==> src/rtl/pipeline_hazard_ctrl_pkg.sv <==
// Shared definitions for the pipeline stall/flush controller: FSM encodings and register index constants.
package pipeline_hazard_ctrl_pkg;

  typedef enum logic [1:0] {
    ST_RUN      = 2'd0,
    ST_MEM_WAIT = 2'd1,
    ST_HALT     = 2'd2
  } state_t;

  localparam logic [4:0] X0_IDX = 5'd0;

endpackage

==> src/rtl/sat_counter.sv <==
// Saturating up-counter with synchronous clear; value is registered, clear wins over increment.
// Holds at all-ones instead of wrapping; no backpressure.
module sat_counter #(
  parameter int W = 8
) (
  input  logic         clk,
  input  logic         rstn,
  input  logic         i_inc,
  input  logic         i_clr,
  output logic [W-1:0] o_cnt
);

  logic [W-1:0] r_cnt;

  always_ff @(posedge clk or negedge rstn) begin
    if (!rstn) begin
      r_cnt <= '0;
    end else if (i_clr) begin
      r_cnt <= '0;
    end else if (i_inc && (r_cnt != '1)) begin
      r_cnt <= r_cnt + W'(1);
    end
  end

  assign o_cnt = r_cnt;

endmodule

==> src/rtl/pipeline_hazard_ctrl.sv <==
// Stall/flush controller for the 5-stage pipeline: load-use, redirect, memory wait with watchdog, ebreak halt.
// Enables/clears are combinational (zero latency); a memory wait freezes every stage until the acknowledge.
module pipeline_hazard_ctrl
  import pipeline_hazard_ctrl_pkg::*;
#(
  parameter int CNT_W   = 32,
  parameter int TIMEOUT = 16
) (
  input  logic             clk,
  input  logic             rstn,
  input  logic [4:0]       id_rs1,
  input  logic [4:0]       id_rs2,
  input  logic             id_rs1_used,
  input  logic             id_rs2_used,
  input  logic [4:0]       ex_rd,
  input  logic             ex_rfwe,
  input  logic             ex_memrd,
  input  logic             ex_redirect,
  input  logic             ebreak_ex,
  input  logic             mem_req,
  input  logic             mem_ready,
  input  logic             resume,
  output logic             pc_wen,
  output logic             if_id_wen,
  output logic             id_ex_wen,
  output logic             ex_mem_wen,
  output logic             mem_wb_wen,
  output logic             if_id_clear,
  output logic             id_ex_clear,
  output logic             ex_mem_clear,
  output logic             mem_wb_clear,
  output logic             halted,
  output logic             mem_timeout,
  output logic [1:0]       state,
  output logic [CNT_W-1:0] stall_cycles,
  output logic [CNT_W-1:0] flush_count
);

  localparam int                WAIT_W    = $clog2(TIMEOUT) + 1;
  localparam logic [WAIT_W-1:0] WAIT_LAST = WAIT_W'(TIMEOUT - 1);

  state_t            r_state;
  state_t            w_state_nxt;
  logic              r_mem_timeout;
  logic              w_timeout_set;
  logic              w_load_use;
  logic              w_mstall;
  logic              w_flush_act;
  logic              w_wait_inc;
  logic              w_wait_clr;
  logic [WAIT_W-1:0] w_wait_cnt;

  assign w_load_use = ex_memrd && ex_rfwe && (ex_rd != X0_IDX) &&
                      ((id_rs1_used && (id_rs1 == ex_rd)) ||
                       (id_rs2_used && (id_rs2 == ex_rd)));
  assign w_mstall   = mem_req && !mem_ready;

  always_comb begin
    pc_wen       = 1'b1;
    if_id_wen    = 1'b1;
    id_ex_wen    = 1'b1;
    ex_mem_wen   = 1'b1;
    mem_wb_wen   = 1'b1;
    if_id_clear  = 1'b0;
    id_ex_clear  = 1'b0;
    ex_mem_clear = 1'b0;
    mem_wb_clear = 1'b0;
    w_flush_act  = 1'b0;
    if (!rstn) begin
      pc_wen       = 1'b0;
      if_id_wen    = 1'b0;
      id_ex_wen    = 1'b0;
      ex_mem_wen   = 1'b0;
      mem_wb_wen   = 1'b0;
      if_id_clear  = 1'b1;
      id_ex_clear  = 1'b1;
      ex_mem_clear = 1'b1;
      mem_wb_clear = 1'b1;
    end else if (w_mstall && (r_state != ST_HALT)) begin
      pc_wen     = 1'b0;
      if_id_wen  = 1'b0;
      id_ex_wen  = 1'b0;
      ex_mem_wen = 1'b0;
      mem_wb_wen = 1'b0;
    end else if (r_state == ST_HALT) begin
      // Bubbles drain the back end; after a watchdog halt the hung access is frozen too.
      pc_wen      = 1'b0;
      if_id_wen   = 1'b0;
      id_ex_clear = 1'b1;
      if (r_mem_timeout) begin
        ex_mem_wen = 1'b0;
        mem_wb_wen = 1'b0;
      end
    end else if (ebreak_ex) begin
      pc_wen      = 1'b0;
      if_id_wen   = 1'b0;
      id_ex_clear = 1'b1;
    end else if (ex_redirect) begin
      if_id_clear = 1'b1;
      id_ex_clear = 1'b1;
      w_flush_act = 1'b1;
    end else if (w_load_use) begin
      pc_wen      = 1'b0;
      if_id_wen   = 1'b0;
      id_ex_clear = 1'b1;
    end
  end

  always_comb begin
    w_state_nxt   = r_state;
    w_timeout_set = 1'b0;
    case (r_state)
      ST_RUN: begin
        if (w_mstall) begin
          w_state_nxt = ST_MEM_WAIT;
        end else if (ebreak_ex) begin
          w_state_nxt = ST_HALT;
        end
      end
      ST_MEM_WAIT: begin
        // The release cycle behaves like RUN, so an ebreak there still halts.
        if (!w_mstall) begin
          w_state_nxt = ebreak_ex ? ST_HALT : ST_RUN;
        end else if (w_wait_cnt == WAIT_LAST) begin
          w_state_nxt   = ST_HALT;
          w_timeout_set = 1'b1;
        end
      end
      ST_HALT: begin
        if (resume && !r_mem_timeout) begin
          w_state_nxt = ST_RUN;
        end
      end
      default: w_state_nxt = ST_RUN;
    endcase
  end

  always_ff @(posedge clk or negedge rstn) begin
    if (!rstn) begin
      r_state       <= ST_RUN;
      r_mem_timeout <= 1'b0;
    end else begin
      r_state <= w_state_nxt;
      if (w_timeout_set) begin
        r_mem_timeout <= 1'b1;
      end
    end
  end

  assign w_wait_inc = (r_state == ST_MEM_WAIT) && (w_state_nxt == ST_MEM_WAIT);
  assign w_wait_clr = !w_wait_inc;

  sat_counter #(.W(WAIT_W)) u_wait_cnt (
    .clk   (clk),
    .rstn  (rstn),
    .i_inc (w_wait_inc),
    .i_clr (w_wait_clr),
    .o_cnt (w_wait_cnt)
  );

  sat_counter #(.W(CNT_W)) u_stall_cnt (
    .clk   (clk),
    .rstn  (rstn),
    .i_inc (!pc_wen),
    .i_clr (1'b0),
    .o_cnt (stall_cycles)
  );

  sat_counter #(.W(CNT_W)) u_flush_cnt (
    .clk   (clk),
    .rstn  (rstn),
    .i_inc (w_flush_act),
    .i_clr (1'b0),
    .o_cnt (flush_count)
  );

  assign state       = r_state;
  assign halted      = (r_state == ST_HALT);
  assign mem_timeout = r_mem_timeout;

endmodule
==> config.mk <==
export PLATFORM = sky130hd
export DESIGN_NAME = pipeline_hazard_ctrl
export DESIGN_NICKNAME = d
export VERILOG_FILES = /design/src/rtl/pipeline_hazard_ctrl_pkg.sv /design/src/rtl/sat_counter.sv /design/src/rtl/pipeline_hazard_ctrl.sv
export SDC_FILE = /design/constraint.sdc
export NUM_CORES = 1
export LEC_CHECK = 0
export BUFFER_PORTS_ARGS = -buffer_cell sky130_fd_sc_hd__buf_2
export CAP_MARGIN = 20
export CORE_ASPECT_RATIO = 1.4
export CORE_UTILIZATION = 25
export CTS_CLUSTER_DIAMETER = 200
export DETAILED_ROUTE_END_ITERATION = 16
export PLACE_DENSITY = 0.55
export REMOVE_ABC_BUFFERS = 1
export SETUP_SLACK_MARGIN = 0.4
export SYNTH_ARGS = -nofsm -noshare
export SYNTH_HDL_FRONTEND = slang
export SYNTH_HIERARCHICAL = 1
export SYNTH_SLANG_ARGS = --single-unit
export TNS_END_PERCENT = 1
==> constraint.sdc <==
create_clock -name clk -period 2.3 [get_ports clk]
set_clock_uncertainty 0.15 [all_clocks]
set_input_delay 0.46 -clock clk [delete_from_list [all_inputs] [get_ports clk]]
set_output_delay 0.46 -clock clk [all_outputs]
set_load 0.02 [all_outputs]
==> impl_results.md, run 1 <==
- Status: finished with violations
- Failing checks: negative setup slack
- Clock latency on the worst-skew pair: 340 ps
- Clock network power share: 0.446
- Hpwl dp: 9620 um
- Clock root buffer: clkbuf_16
- Placement Cell Area: 0.00557 mm^2
- Int Power: 2.41 mW
- Max-slew violations: 0
- Synth Warn #: 6
- Worst Path Arrival: 2800 ps
- Sw Pwr: 0.877 mW
- Initial core utilization: 0.258
- Max incr delay on CP: 470 ps
- Yosys reg bits: 72
- Initial antenna violation count: 0
- Setup WS post-layout: -379 ps
- Vias per inst: 4.82
- Seq/Total Area, Yosys: 0.412
- Slew @ Worst Pin: 794 ps
- Switch share: 0.267
- ANT cells: 0
- Total negative setup slack: -6510 ps
- Max cap viols: 0
- Vias after detailed routing: 4229
- Async set or reset register ratio after synthesis: 1.00
- Total GRT Usage: 0.151
- Post-route minimum period: 2680 ps
- TritonCTS clock tree: done
- Largest net degree at the start of global routing: 47
- Routed WL: 13200 um
- Cell Chain, Critical Path: buf_4 -> xor2_1 -> nor4_2 -> a32oi_2 -> o31ai_2 -> and3_1 -> nand4_1 -> a21o_2 -> or4_1 -> a21oi_1
- Initial DRC Count: 229
- Sequential power share: 0.396
- First-pass GRT wire length: 21500 um
- Share of post-route cells with drive strength above 1: 0.402
- DIE HEIGHT: 158 um
- Slowest CP cell: or4_1
- Gr ovfl total: 0
- DIE WIDTH: 114 um
- Avg Inst Size Synth: 9.21 um^2
- ANT nets after route: 0
- Family with the most delay on the worst path: simple AND/OR/NAND/NOR gates
- Cells after Synth: 475
- Core region area: 0.0170 mm^2
- Crit-path max FO: 6
- Final RePlAce weighted congestion: 0.837
- Drt first pass iters: 4
- Fin util: 0.369
- Fin crit share: 1.16
- Layout area overhead: 43.1%
- Hold Slack: 35.2 ps
- DR WL/cell: 15.0 um
- P_leak: 2.88 nW
- Vias in the first global route: 4416
- Yosys cell types: 50
- Worst Hold Class: in2async
- Max Buffers Root-to-Sink: 2
- H-tree level count: 3
- Worst VDD drop: 0.000290 V
- CP endpoint kind: register
- Fin nets: 671
- Final Hold Vio Count: 0
- Logic gate share of total power: 0.158
- Num CTS Buffers: 9
- Required time worst endpoint: 2420 ps
- Top FF cell, synth: dfrtp_1
- Power Dens Cells: 525 mW/mm^2
- Post-Syn Area: 0.00437 mm^2
- Number of flops mapped to enable cells by yosys: 0
- CP Buf/Inv Count: 1
- RSZ-0062 raised after global routing: true
- DRC errors left: 0
- Final setup viols: 31
- Io pins: 103
- PortBufs: 102
- Slew margin rel.: 0.467
- Fmax: 0.373 GHz
- Die Area: 0.0180 mm^2
- Crit Path Class: in2reg
- Row cnt: 56
- Startpoint Class: input port
- CTS sink count: 72
- Final Cell Area: 0.00626 mm^2
- Power, Total: 3.29 mW
- Reg clk slew, reported paths: 60 ps
kinds of logic (layout without fill, tap and decap cells):
group                      count (synthesis)  in the layout  synth area share
and+or+nand+nor                          233            233             0.301
other                                      1              8          0.000858
DFF                                       72             72             0.412
buffers and inverters                     35            198            0.0358
muxes                                     17             17            0.0441
xor gates and xnor gates                  38             38            0.0761
adders and majority gates                  4              4            0.0114
AOI/OAI and AO/OA                         75             76             0.119
through the flow:
step,std cells,setup WS [ps]
after floorplan,464,-657
after global placement,859,-806
after detailed placement,859,-910
after CTS,877,-377
after global routing,878,-489
final,878,-379
cells in the mapped netlist (8+ instances only):
cell,instances,share of area
or3_1,11,0.016
mux2_2,10,0.026
and3_1,15,0.021
nor3_1,10,0.011
dfrtp_1,72,0.41
nand2_1,26,0.022
nor2b_1,14,0.020
a21oi_1,24,0.027
xnor2_1,22,0.044
inv_1,17,0.015
nand3_1,26,0.030
xor2_1,16,0.032
a211oi_1,11,0.019
clkbuf_1,8,0.0069
nor2_1,64,0.055
nand4_1,13,0.019
o21ai_0,11,0.013
nor4_1,9,0.013
o31ai_1,8,0.014
final cells by class:
class | instances | area, um^2
clock inverters | 4 | 51.3
flip-flops and latches | 72 | 1800
multi-input cells | 376 | 2740
fillers | 1784 | 10700
clock buffers | 12 | 256
repair buffers | 165 | 1060
inverters | 17 | 63.8
well taps | 232 | 290
state kept, by name, indices dropped and copies added (netlist names):
name,flops
u_flush_cnt/o_cnt,32
u_stall_cnt/o_cnt,32
u_wait_cnt/o_cnt,5
state,2
mem_timeout,1
routing by layer:
metal	global-route usage	vias to the layer above	part of all wire
li1	-	2032	-
met1	0.162	2101	0.39
met2	0.288	77	0.55
met3	0.0305	19	0.030
met4	0.0600	0	0.021
met5	0	-	0
what timing repair did:
item,CTS,global route
cloned,0,1
setup endpoints to repair,73,76
resized for setup,44,34
hold endpoints to repair,26,0
setup buffers,1,0
hold buffers,1,0
pin swaps,40,19
worst paths after layout:
| kind | from | end | slack [ps] | depth (start not counted) |
|---|---|---|---|---|
| worst min register to register | mem_timeout$_DFFE_PN0P_ | mem_timeout$_DFFE_PN0P_ | 390 | 2 |
| worst min-delay path | rstn | u_flush_cnt/o_cnt[1]$_DFFE_PN0P_ | 40 | 3 |
| max in group asynchronous | rstn | u_stall_cnt/o_cnt[0]$_DFFE_PN0P_ | 1330 | 3 |
| min in group clk | resume | state[1]$_DFF_PN0_ | 270 | 4 |
| worst max register to register | state[1]$_DFF_PN0_ | u_stall_cnt/o_cnt[22]$_DFFE_PN0P_ | -170 | 11 |
| worst max-delay path | ex_rd[1] | u_stall_cnt/o_cnt[23]$_DFFE_PN0P_ | -380 | 10 |
power by group through the flow:
stage / clock network (mW) / registers (mW) / logic, mW
final: 1.47 / 1.30 / 0.520
after floorplan: 0 / 1.37 / 0.183
after global placement: 0 / 1.32 / 0.432
after CTS: 1.50 / 1.30 / 0.505
after global routing: 1.56 / 1.30 / 0.571
after detailed placement: 0 / 1.33 / 0.445
cells in the final DEF (no fill, tap or decap), types with 14 or more instances in the layout:
| cell | count |
|---|---|
| a21oi_1 | 16 |
| nand2_1 | 26 |
| buf_4 | 63 |
| nor2_1 | 61 |
| dfrtp_1 | 72 |
| and3_1 | 14 |
| nand3_1 | 22 |
| nor2b_1 | 14 |
| xor2_1 | 16 |
| buf_2 | 93 |
| inv_1 | 16 |
| xnor2_1 | 21 |
worst min-delay path, stage by stage:
cell	delay, ps
buf_4	120
buf_12	120
buf_12	180
No activity file was read; power rests on OpenSTA's default activity.
==> run 2, diff against run 1 <==
- ABC_AREA: unset -> 1
- PLACE_DENSITY: 0.55 -> 0.54
==> run 2 against run 1 <==
Net effect: largest cell class unchanged; routed wire length is 22% higher; the run now ends clean; non-clock buffer count shrank 35; first-iteration DRC count increased by 6.1%; setup slack better by 600 ps; global-route usage is 0.52 points higher.
==> impl_results.md, run 2 <==
- PortBufs: 102 (unchanged)
- Cells after Synth: 828 (+74%)
- Worst Hold End: state[0]$_DFF_PN0_
- Status: finished clean
- Crit Path Class: reg2out
- Commonest non-fill, non-tap cell in the layout: nand2_1
- Number of flops mapped to enable cells by yosys: 0 (unchanged)
- TritonCTS clock tree: done
- P_leak: 3.36 nW (+17%)
- Post-Syn Area: 0.00526 mm^2 (+20%)
- Core region area: 0.0206 mm^2 (+21%)
- DRC errors left: 0 (unchanged)
- Fin crit share: 0.902 (-0.263)
- Placement Cell Area: 0.00615 mm^2 (+11%)
- Worst Hold Class: in2reg
- Yosys reg bits: 72 (unchanged)
- Num CTS Buffers: 9 (unchanged)
- Number of fill cells in the layout: 2287 (+28%)
- Synth Warn #: 6 (unchanged)
- Hold Path Stages: 4
- Required time worst endpoint: 1690 ps (-730 ps)
- R2r setup slk: 310 ps (+480 ps)
- Seq/Total Area, Yosys: 0.343 (-0.0692)
- Startpoint Class: register
- ANT nets after route: 0 (unchanged)
- First-pass GRT wire length: 26900 um (+25%)
- Worst Path Arrival: 1460 ps (-1340 ps)
- Cell Chain, Critical Path: nor2_4 -> nor2_1 -> buf_4 -> nor3_4 -> buf_4
- R2R cell count: 11 (unchanged)
- FF-to-FF Start: u_flush_cnt/o_cnt[0]$_DFFE_PN0P_
- Clock latency on the worst-skew pair: 350 ps (about the same)
- Final RePlAce weighted congestion: 0.827 (-1.1%)
- DR WL/cell: 13.2 um (-12%)
- Top cells by area, synth: dfrtp_1 (34%), nand2_1 (22%), nor2_1 (9.1%), nand3_1 (7.3%), inv_1 (5.9%)
- Total GRT Usage: 0.157 (+0.00521)
- Max incr delay on CP: 420 ps (-50 ps)
- Final setup viols: 0 (-100%)
- Io pins: 103 (unchanged)
- Reg clk slew, reported paths: 60 ps (about the same)
- Slowest CP cell: dfrtp_2
- Avg Inst Size Synth: 6.35 um^2 (-31%)
- Vias per inst: 4.43 (-8.0%)
- Post-synth top area cell: dfrtp_1
- Max cap viols: 0 (unchanged)
- Hold Slack: 242 ps (+206 ps)
- Final Cell Area: 0.00660 mm^2 (+5.5%)
- Row cnt: 62 (+11%)
- Max Buffers Root-to-Sink: 2 (unchanged)
- Synth top cells by count: nand2_1 (315), nor2_1 (128), inv_1 (82)
- Initial DRC Count: 243 (+6.1%)
- Reg2reg end: u_flush_cnt/o_cnt[9]$_DFFE_PN0P_
- Fin nets: 989 (+47%)
- Power Dens Cells: 444 mW/mm^2 (-16%)
- Hpwl dp: 12100 um (+26%)
- Drt first pass iters: 6 (+2)
- Slew margin rel.: 0.395 (-0.0716)
- CP Buf/Inv Count: 2 (+1)
- Fmax: 0.482 GHz (+29%)
- CTS sink count: 72 (unchanged)
- H-tree level count: 3 (unchanged)
- Worst VDD drop: 0.000327 V (+13%)
- Initial core utilization: 0.256 (-0.00220)
- Post-route minimum period: 2070 ps (-605 ps)
- Crit-path max FO: 4 (-2)
- Total negative setup slack: 0 ps (+6510 ps)
- Family with the most delay on the worst path: flip-flops
- RSZ-0062 raised after global routing: true
- Commonest cells after routing, fill and taps aside: nand2_1 (314), nor2_1 (125), buf_2 (95)
- Hold_sp: mem_ready
- Yosys cell types: 32 (-36%)
- Routed WL: 16100 um (+22%)
- Crit path top cell by count: buf_4
- Vias in the first global route: 5266 (+19%)
- Final Hold Vio Count: 0 (unchanged)
- DIE HEIGHT: 174 um (+9.5%)
- Gr ovfl total: 0 (unchanged)
- Die Area: 0.0216 mm^2 (+20%)
- CP endpoint kind: output port
- Top FF cell, synth: dfrtp_1
- Max-slew violations: 0 (unchanged)
- Layout area overhead: 25.6%
- Share of post-route cells with drive strength above 1: 0.210 (-0.193)
- Clock root buffer: clkbuf_16
- Largest net degree at the start of global routing: 67 (+43%)
- Vias after detailed routing: 5410 (+28%)
- Slew @ Worst Pin: 907 ps (+113 ps)
- Initial antenna violation count: 1 (+1)
- Share of the synthesized area in the top cell type: 0.343 (-0.0692)
- Async set or reset register ratio after synthesis: 1.00 (unchanged)
- Count leader, synth: nand2_1
- DIE WIDTH: 125 um (+9.5%)
==> run 2: cell types whose count changed after synthesis, sizes merged, moves of 16 or more <==
| cell | delta |
|---|---|
| nor4 | -16 |
| o21ai | +20 |
| and3 | -17 |
| nor2 | +80 |
| nand2 | +306 |
| inv | +74 |
| a21oi | -16 |
| nand3 | +49 |
==> run 2: logic make-up (layout without fill, tap and decap cells) <==
group	Yosys count	count (layout)	synth area share
buf+inv	110	237	0.0926
xor+xnor	18	18	0.0300
flops	72	72	0.343
compound gates	43	43	0.0428
simple gates	580	580	0.482
fa+ha+maj	4	4	0.00952
other cells	1	11	0.000713
==> run 2: metal layers <==
layer	global-route usage	up-vias	share of wire
li1	-	2833	-
met1	0.174	2446	0.41
met2	0.293	110	0.53
met3	0.0259	21	0.035
met4	0.0612	0	0.026
met5	0	-	0
==> run 2: worst register-to-register path, cell delays in order, from the launching register on <==
cell,delay [ps]
dfrtp_1,400
ha_2,220
nand2_2,70
nor2_4,160
nand2_4,120
nor2_8,180
nand2_4,90
nand2_8,100
nand2_4,50
buf_4,200
nand2_1,90
o21ai_1,60
==> run 2: power breakdown <==
part / total, mW / internal (mW) / switching (mW)
combinational: 0.176 / 0.0536 / 0.123
clock: 1.48 / 0.853 / 0.624
sequential: 1.28 / 1.27 / 0.00640
==> run 2: per-stage QoR <==
stage,worst slack [ps],power [mW],util,instances
after global placement,63.2,1.47,0.299,1196
final,226,2.93,0.321,1221
after detailed placement,37.7,1.47,0.299,1196
after CTS,236,2.98,0.319,1219
after global routing,156,3.06,0.321,1221
after floorplan,-130,1.38,-,818
==> run 2: cell type report <==
cell class | instances | area [um^2] | area share
Tap cell | 256 | 320 | 0.0485
Antenna cell | 1 | 2.50 | 0.000379
Clock buffer | 9 | 225 | 0.0341
Timing Repair Buffer | 130 | 769 | 0.117
Inverter | 91 | 347 | 0.0525
Multi-Input combinational cell | 655 | 3060 | 0.463
Sequential cell | 72 | 1800 | 0.273
Clock inverter | 7 | 77.6 | 0.0118
==> run 2: timing repair <==
item,in CTS,in global routing
hold buffers,1,0
resized for setup,14,11
pin swaps,2,6
endpoints found under the hold margin,6,0
setup endpoints to repair,65,70
setup buffers,6,1
==> run 2: worst max path at each step <==
stage,start,to,cells past startpoint
CTS,state[1]$_DFF_PN0_,ex_mem_wen,6
global placement,mem_req,u_stall_cnt/o_cnt[29]$_DFFE_PN0P_,12
detailed placement,mem_req,u_stall_cnt/o_cnt[19]$_DFFE_PN0P_,12
finish,state[0]$_DFF_PN0_,ex_mem_wen,5
floorplan,state[1]$_DFF_PN0_,ex_mem_wen,4
global route,state[0]$_DFF_PN0_,mem_wb_wen,5
